===== src/rtl/decode_stage_ctrl.sv =====
// Decode/execute pipeline register for the RV32I pipeline.
// It decodes the opcode into the control bundle, extracts the register fields,
// inserts one bubble on a load-use hazard, accepts flushes, and counts illegal
// opcodes with a saturating counter.
module decode_stage_ctrl #(
  parameter int unsigned XLEN  = 32,
  parameter int unsigned CNT_W = 8
) (
  input  logic             clk,
  input  logic             rst_n,
  input  logic             in_valid,
  output logic             in_ready,
  input  logic [31:0]      instr,
  input  logic [XLEN-1:0]  pc_in,
  input  logic             flush,
  input  logic             ex_ready,
  output logic             out_valid,
  output logic             RegWrite,
  output logic             MemWrite,
  output logic             ALUSrc,
  output logic             Branch,
  output logic [2:0]       ImmSrc,
  output logic [1:0]       ResultSrc,
  output logic [1:0]       ALUOp,
  output logic [1:0]       J,
  output logic [4:0]       rd,
  output logic [4:0]       rs1,
  output logic [4:0]       rs2,
  output logic [2:0]       funct3,
  output logic             funct7b5,
  output logic [XLEN-1:0]  pc_out,
  output logic             illegal,
  output logic [CNT_W-1:0] illegal_count
);

  localparam logic [6:0] OP_LOAD   = 7'b0000011;
  localparam logic [6:0] OP_STORE  = 7'b0100011;
  localparam logic [6:0] OP_IMM    = 7'b0010011;
  localparam logic [6:0] OP_AUIPC  = 7'b0010111;
  localparam logic [6:0] OP_REG    = 7'b0110011;
  localparam logic [6:0] OP_BRANCH = 7'b1100011;
  localparam logic [6:0] OP_JAL    = 7'b1101111;
  localparam logic [6:0] OP_JALR   = 7'b1100111;

  // Decoded view of the incoming instruction
  logic       dec_reg_write, dec_mem_write, dec_alu_src, dec_branch, dec_illegal;
  logic [2:0] dec_imm_src;
  logic [1:0] dec_result_src, dec_alu_op, dec_j;
  logic       uses_rs1, uses_rs2;

  // Held entry
  logic             valid_q;
  logic             reg_write_q, mem_write_q, alu_src_q, branch_q, illegal_q;
  logic [2:0]       imm_src_q;
  logic [1:0]       result_src_q, alu_op_q, j_q;
  logic [4:0]       rd_q, rs1_q, rs2_q;
  logic [2:0]       funct3_q;
  logic             funct7b5_q;
  logic [XLEN-1:0]  pc_q;
  logic [CNT_W-1:0] cnt_q, cnt_d;

  logic adv, hz, load_d, count_d;

  // Bits of instr that no decoded field depends on
  logic unused_instr_bits;
  assign unused_instr_bits = ^{instr[31], instr[29:25]};

  // Opcode decode table; unsupported opcodes drive all-zero controls
  always_comb begin
    dec_reg_write  = 1'b0;
    dec_mem_write  = 1'b0;
    dec_alu_src    = 1'b0;
    dec_branch     = 1'b0;
    dec_imm_src    = 3'b000;
    dec_result_src = 2'b00;
    dec_alu_op     = 2'b00;
    dec_j          = 2'b00;
    dec_illegal    = 1'b0;
    uses_rs1       = 1'b0;
    uses_rs2       = 1'b0;
    case (instr[6:0])
      OP_LOAD: begin
        dec_reg_write = 1'b1; dec_alu_src = 1'b1; dec_result_src = 2'b01;
        uses_rs1 = 1'b1;
      end
      OP_STORE: begin
        dec_imm_src = 3'b001; dec_alu_src = 1'b1; dec_mem_write = 1'b1;
        uses_rs1 = 1'b1; uses_rs2 = 1'b1;
      end
      OP_IMM: begin
        dec_reg_write = 1'b1; dec_alu_src = 1'b1; dec_alu_op = 2'b10;
        uses_rs1 = 1'b1;
      end
      OP_AUIPC: begin
        dec_reg_write = 1'b1; dec_imm_src = 3'b100; dec_alu_src = 1'b1;
        dec_alu_op = 2'b11;
      end
      OP_REG: begin
        dec_reg_write = 1'b1; dec_alu_op = 2'b10;
        uses_rs1 = 1'b1; uses_rs2 = 1'b1;
      end
      OP_BRANCH: begin
        dec_imm_src = 3'b010; dec_branch = 1'b1; dec_alu_op = 2'b01;
        uses_rs1 = 1'b1; uses_rs2 = 1'b1;
      end
      OP_JAL: begin
        dec_reg_write = 1'b1; dec_imm_src = 3'b011; dec_result_src = 2'b10;
        dec_j = 2'b01;
      end
      OP_JALR: begin
        dec_reg_write = 1'b1; dec_alu_src = 1'b1; dec_result_src = 2'b10;
        dec_alu_op = 2'b10; dec_j = 2'b10;
        uses_rs1 = 1'b1;
      end
      default: dec_illegal = 1'b1;
    endcase
  end

  // Handshake, load-use hazard and illegal-counter next state
  always_comb begin
    adv = !valid_q || ex_ready;
    hz  = valid_q && (result_src_q == 2'b01) && (rd_q != 5'd0) && in_valid &&
          ((uses_rs1 && (instr[19:15] == rd_q)) ||
           (uses_rs2 && (instr[24:20] == rd_q)));
    // A flush overrides the hazard: the presented instruction is swallowed
    in_ready = adv && (flush || !hz);
    load_d   = adv && in_valid && !hz && !flush;
    count_d  = load_d && dec_illegal && (cnt_q != '1);
    cnt_d    = count_d ? cnt_q + CNT_W'(1) : cnt_q;
  end

  // Pipeline register and illegal counter
  always_ff @(posedge clk or negedge rst_n) begin
    if (!rst_n) begin
      valid_q      <= 1'b0;
      reg_write_q  <= 1'b0;
      mem_write_q  <= 1'b0;
      alu_src_q    <= 1'b0;
      branch_q     <= 1'b0;
      illegal_q    <= 1'b0;
      imm_src_q    <= '0;
      result_src_q <= '0;
      alu_op_q     <= '0;
      j_q          <= '0;
      rd_q         <= '0;
      rs1_q        <= '0;
      rs2_q        <= '0;
      funct3_q     <= '0;
      funct7b5_q   <= 1'b0;
      pc_q         <= '0;
      cnt_q        <= '0;
    end else begin
      cnt_q <= cnt_d;
      if (load_d) begin
        valid_q      <= 1'b1;
        reg_write_q  <= dec_reg_write;
        mem_write_q  <= dec_mem_write;
        alu_src_q    <= dec_alu_src;
        branch_q     <= dec_branch;
        illegal_q    <= dec_illegal;
        imm_src_q    <= dec_imm_src;
        result_src_q <= dec_result_src;
        alu_op_q     <= dec_alu_op;
        j_q          <= dec_j;
        rd_q         <= instr[11:7];
        rs1_q        <= instr[19:15];
        rs2_q        <= instr[24:20];
        funct3_q     <= instr[14:12];
        funct7b5_q   <= instr[30];
        pc_q         <= pc_in;
      end else if (adv) begin
        // Bubble, flush or empty slot: nothing valid may carry control
        valid_q      <= 1'b0;
        reg_write_q  <= 1'b0;
        mem_write_q  <= 1'b0;
        alu_src_q    <= 1'b0;
        branch_q     <= 1'b0;
        illegal_q    <= 1'b0;
        imm_src_q    <= '0;
        result_src_q <= '0;
        alu_op_q     <= '0;
        j_q          <= '0;
      end else if (flush) begin
        valid_q <= 1'b0;
      end
    end
  end

  assign out_valid     = valid_q;
  assign RegWrite      = reg_write_q;
  assign MemWrite      = mem_write_q;
  assign ALUSrc        = alu_src_q;
  assign Branch        = branch_q;
  assign ImmSrc        = imm_src_q;
  assign ResultSrc     = result_src_q;
  assign ALUOp         = alu_op_q;
  assign J             = j_q;
  assign rd            = rd_q;
  assign rs1           = rs1_q;
  assign rs2           = rs2_q;
  assign funct3        = funct3_q;
  assign funct7b5      = funct7b5_q;
  assign pc_out        = pc_q;
  assign illegal       = illegal_q;
  assign illegal_count = cnt_q;

endmodule


===== config.mk =====
export PLATFORM = sky130hd
export DESIGN_NAME = decode_stage_ctrl
export DESIGN_NICKNAME = d
export VERILOG_FILES = /design/src/rtl/decode_stage_ctrl.sv
export SDC_FILE = /design/constraint.sdc
export NUM_CORES = 1
export LEC_CHECK = 0
export ABC_CLOCK_PERIOD_IN_PS = 2250
export BUFFER_PORTS_ARGS = -buffer_cell sky130_fd_sc_hd__buf_2
export CAP_MARGIN = 10
export CORE_MARGIN = 2
export CORE_UTILIZATION = 25
export DETAILED_ROUTE_END_ITERATION = 7
export SLEW_MARGIN = 0
export SYNTH_ARGS = -nofsm -noshare
export SYNTH_HDL_FRONTEND = slang
export SYNTH_SLANG_ARGS = --single-unit

===== constraint.sdc =====
create_clock -name clk -period 2.25 [get_ports clk]
set_clock_uncertainty 0.1 [all_clocks]
set_input_delay 0.225 -clock clk [delete_from_list [all_inputs] [get_ports clk]]
set_output_delay 0.225 -clock clk [all_outputs]
set_load 0.1 [all_outputs]

After elaboration in Yosys (flattened, before gate mapping) --
Cells that the tools add are included.
Storage, ports and cells: logic and storage cells 84, output and inout bits 75, register bits after elaboration 74, input bits 69
Operators by class: $add $sub $neg 1, reductions and logical operators 28, muxes and demuxes 26, equal/unequal tests 12
Operator list (number):
- $eq 7x7->1 const B | 3
- $mux 1 | 16
- $eq 7x5->1 const B | 2
- $eq 7x6->1 const B | 2
- $logic_and 1x1->1 | 12
- $pmux 3 s4 | 1
- $reduce_or 6->1 | 2
- $eq 5x5->1 | 2
- $add 8x1->8 const B | 1
- $mux 2 | 4
- $ne 8x8->1 const B | 1
- $pmux 2 s2 | 2
- $reduce_or 8->1 | 1
- $eq 7x2->1 const B | 1
- $mux 3 | 2
- $pmux 2 s3 | 1
- $reduce_or 3->1 | 2
- $reduce_bool 5->1 | 1
- $reduce_or 5->1 | 1
- $logic_not 1->1 | 3
- $logic_or 1x1->1 | 3
- $reduce_bool 3->1 | 1
- $eq 2x1->1 const B | 1
- $reduce_bool 2->1 | 1
- $reduce_or 2->1 | 1

Logic depth before layout (Yosys ltp) --
depth in word-level cells 11, depth in mapped cells 8, gate-level depth less buffers 5

Worst setup path after synthesis --
Ideal clock, no wire load.
path kind register to output, start point register rd_q[1] (netlist: rd[1]), end point output in_ready, data required time 1925 ps, cell stages (with the launch flop) 6, arrival 2441 ps, slack -516 ps, buffers on the path 0, cell sequence dfrtp_1 -> or4_1 -> nor2_1 -> nor3_2 -> nand2_1 -> o21a_1
On the way: word-level cells in the longest chain between the ends 7, elaborated cells between the ends (all ways) 12, those cells by class eq/ne: 2; reduce/logical: 10
Ends and longest elaborated chain:
- start, declared | line 56 | logic [4:0] rd_q, rs1_q, rs2_q;
- start signal, assigned | line 165 | rd_q <= instr[11:7];
- $eq 5x5->1 (tied with other cells) | line 123 | ((uses_rs1 && (instr[19:15] == rd_q)) ||
- $logic_and 1x1->1 (on tied branches) | line 123, 122, 124
- $logic_or 1x1->1 / $logic_and 1x1->1 (equally long branches) | line 123, 122
- $logic_and 1x1->1 (*) | line 122 | hz = valid_q && (result_src_q == 2'b01) && (rd_q != 5'd0) && in_valid &&
- $logic_not 1->1 (*) | line 126 | in_ready = adv && (flush || !hz);
- $logic_or 1x1->1 (*) | line 126
- $logic_and 1x1->1 (*) | line 126
- end, declared | line 12 | output logic in_ready,
Every way passes the cells marked *; elsewhere a longest branch is shown, timed or not.

Final worst setup path --
start point register rd_q[2] (netlist: rd[2]), end point register pc_q[27] (netlist: pc_out[27])
On the way: word-level cells in the longest chain between the ends 7, elaborated cells between the ends (all ways) 12, those cells by class eq/ne: 2; reduce/logical: 10
Ends and longest elaborated chain:
- $eq 5x5->1 (tied with other cells) | line 123
- $logic_and 1x1->1 (on tied branches) | line 123, 122, 124
- $logic_or 1x1->1 / $logic_and 1x1->1 (equally long branches) | line 123, 122
- $logic_and 1x1->1 (*) | line 122
- $logic_not 1->1 (*) | line 127 | load_d = adv && in_valid && !hz && !flush;
- $logic_and 1x1->1 (*) (2 in series) | line 127
- end signal, assigned | line 170 | pc_q <= pc_in;
- end, declared | line 59 | logic [XLEN-1:0] pc_q;
Marked as above. A chain may end at the register's enable or synchronous reset.

==> flow_metrics.py <==
metrics = {
    "run_status": {
        "status": "complete, but fails checks",
        "violations": "setup timing",
    },
    "clocking": {
        "htree_levels": 3,
        "clock_latency_ps": 330,
        "cts_root_buffer": "clkbuf_16",
        "cts_tree": "done",
        "cts_sinks": 74,
        "cts.path.max_buffers": 2,
        "cts.clk_slew.worst_paths_ps": 60,
        "cts_inserted_buffers": 9,
    },
    "drt": {
        "routed_wl_mm": 9.07,
        "dr.max_layer_used": "met4",
        "vias": 2636,
        "route.detailed.drc": 0,
        "dr_wl_met3_um": 540,
        "wl_met2_mm": 4.61,
        "vias_per_cell": 4.42,
        "final_antenna_net_count": 0,
        "first_pass_iters": 4,
        "drt-initial-drc-count": 116,
        "wl_per_cell_um": 15.2,
        "met1_length_mm": 3.83,
    },
    "global_routing": {
        "grt_pass1_wl_mm": 14.1,
        "grt-ovfl-total": 0,
        "grt_max_degree": 41,
        "grt_use_total_pct": 12.4,
        "antenna_found_initial": 0,
        "grt_pass1_vias": 2726,
    },
    "logic_synthesis": {
        "synth.cell_area_sq_mm": 0.00343,
        "syn-num-nets": 315,
        "synth.most_common_cell": "dfrtp_1",
        "ys_types": 42,
        "netlist_top_cells_count": "dfrtp_1 (74), mux2_4 (35), mux2_2 (18)",
        "yosys.area.top_type": "dfrtp_1",
        "ys_seq_area_share_pct": 54.0,
        "syn_inst": 245,
        "yosysWarnings": 0,
        "synth_ff_type": "dfrtp_1",
        "netlist_top_cells_area": "dfrtp_1 (54%), mux2_4 (15%), mux2_2 (5.9%)",
        "async_reset_ff_share_pct": 100,
        "avgSynthCellArea_sq_um": 14.0,
        "ys_seq_elements": 74,
        "synth_top_area_share_pct": 54.0,
        "synth_edf_count": 0,
    },
    "floorplan": {
        "start_util_pct": 25.8,
        "pin_count": 144,
        "num_rows": 42,
        "dieArea_sq_mm": 0.0147,
        "coreArea_sq_mm": 0.0133,
        "die_x_um": 121,
        "fp.dieH_um": 121,
    },
    "finish": {
        "multiInputGateArea_sq_mm": 0.00156,
        "antenna_cells": 0,
        "fillers": 1303,
        "drive_gt1_share_pct": 61.2,
        "finalNonFillerCells": 596,
        "syn2layout_area_growth_pct": 46.3,
        "regArea_sq_mm": 0.00187,
        "nNetsFinal": 485,
    },
    "critical_path": {
        "critical-path-max-stage-delay_ps": 530,
        "worstPathRequired_ps": 2360,
        "cp.arrival_ps": 2490,
        "cp_cell_sequence": "or4_4 -> nor2_4 -> nor3_4 -> buf_6 -> a21oi_4 -> buf_8 -> clkbuf_16 -> mux2_4",
        "crit_path_max_fanout": 7,
        "reg2reg_slack_ps": -130,
        "end_kind": "flip-flop",
        "crit_family": "simple AND/OR/NAND/NOR gates",
        "crit_buf_inv": 3,
        "worstSetupPathType": "reg -> reg",
        "cp-start-kind": "flip-flop",
        "slowest_stage": "or4_4",
    },
    "timing": {
        "tightestPinTransition_ps": 544,
        "fin_ws_ps": -127,
        "fin_crit_ps": 2380,
        "finalHoldViolCount": 0,
        "drv_slew": 0,
        "relSlewSlack_pct": 64.0,
        "fin_crit_sh_pct": 106,
        "fmax_mhz": 421,
        "setup_viol": 49,
        "rsz0062_at_grt": "true",
    },
    "place": {
        "dp_cells": 569,
        "portBuffers": 137,
        "gp_routability_congestion": 0.841,
        "dp_hpwl_mm": 6.36,
        "post-place-ws_ps": -71.0,
    },
    "pwr": {
        "power_density_mw_per_mm2": 1100,
        "power_leakage_nw": 2.45,
        "ir_worst_vdd_mv": 0.421,
    },
    "flow_run": {
        "cap_violations": 0,
    },
    "worst_hold_path": {
        "hold_class": "in -> reg",
    },
}
worst register-to-register path, stage by stage, from the launching register on:
cell	delay, ps
dfrtp_4	470
or4_4	530
nor2_4	130
nor3_4	50
buf_6	120
a21oi_4	210
buf_8	180
clkbuf_16	170
mux2_4	300
report_power, final:
part | switching [mW] | leakage [nW] | internal [mW]
clock network | 0.507 | 0.143 | 0.833
logic | 1.93 | 1.41 | 0.564
registers | 0.158 | 0.899 | 1.55
total | 2.60 | 2.45 | 2.95
metrics by stage:
stage	area (sq um)	utilization (%)	TNS (ps)	hold WS, ps	power [mW]
detailed placement	4450	33.5	-1310	118	4.14
global route	5020	37.7	-8170	8.36	5.79
global placement	4450	33.5	-504	107	4.12
CTS	4920	37.0	-5990	1.86	5.59
floorplan	3450	-	-2840	-171	3.69
finish	5020	37.7	-4280	25.8	5.54
area by class of cell:
type                       count  area share [%]
sequential                    74            37.2
multi-input combinational    158            31.1
timing repair buffer         171            21.5
clock buffer                  14            5.46
tap                          176            4.39
clock inverter                 2           0.199
inverter                       1          0.0748
metal layers:
layer,track usage [%],vias up
li1,-,1226
met1,15.2,1310
met2,20.9,93
met3,3.76,7
met4,3.92,0
met5,0,-
cells by family after synthesis:
logic type / Yosys count / share of synthesized area, %
compound gates: 26 / 6.75
xor+xnor: 17 / 4.34
fa+ha+maj: 1 / 0.365
buf+inv: 13 / 3.79
flops: 74 / 54.0
mux: 53 / 21.2
simple gates: 61 / 9.52
sequential cells by signal, indices dropped and copies added (netlist names):
| register | count |
|---|---|
| J | 2 |
| rs2 | 5 |
| ResultSrc | 2 |
| funct7b5 | 1 |
| illegal_count | 8 |
| funct3 | 3 |
| illegal | 1 |
| ImmSrc | 3 |
| rd | 5 |
| Branch | 1 |
| MemWrite | 1 |
| ALUOp | 2 |
| out_valid | 1 |
| rs1 | 5 |
| pc_out | 32 |
| ALUSrc | 1 |
| RegWrite | 1 |
placed cells by master, fill, tap and decap left out, drive strengths merged, types with 2 or more instances in the layout:
| cell | count |
|---|---|
| o21ai | 5 |
| o21a | 2 |
| nand2b | 3 |
| mux2 | 53 |
| clkinv | 2 |
| a32o | 8 |
| nand4 | 7 |
| xnor2 | 10 |
| nor2 | 9 |
| dfrtp | 74 |
| or3 | 2 |
| a22o | 3 |
| nor3 | 8 |
| nor4 | 2 |
| buf | 168 |
| nor2b | 3 |
| nand3b | 2 |
| a21boi | 2 |
| nand2 | 15 |
| clkbuf | 16 |
| xor2 | 7 |
| nand3 | 5 |
what timing repair did:
action / in CTS / in global routing
gates resized for setup: 27 / 13
setup buffers: 6 / 3
pin swaps: 5 / 9
endpoints found under the setup margin: 48 / 55
hold endpoints to repair: 34 / 0
hold buffers: 1 / 0
gates cloned: 1 / 2
worst paths after layout:
check,from,to,cells after the start
hold reg to reg,J[0]$_DFFE_PN0P_,J[0]$_DFFE_PN0P_,2
max in group asynchronous,rst_n,pc_out[22]$_DFFE_PN0P_,3
setup / recovery,rd[2]$_DFFE_PN0P_,pc_out[27]$_DFFE_PN0P_,8
setup reg to reg,rd[2]$_DFFE_PN0P_,pc_out[27]$_DFFE_PN0P_,8
min in group asynchronous,rst_n,rd[2]$_DFFE_PN0P_,2
hold / removal,pc_in[31],pc_out[31]$_DFFE_PN0P_,2
(Power assumes the default switching activity.)
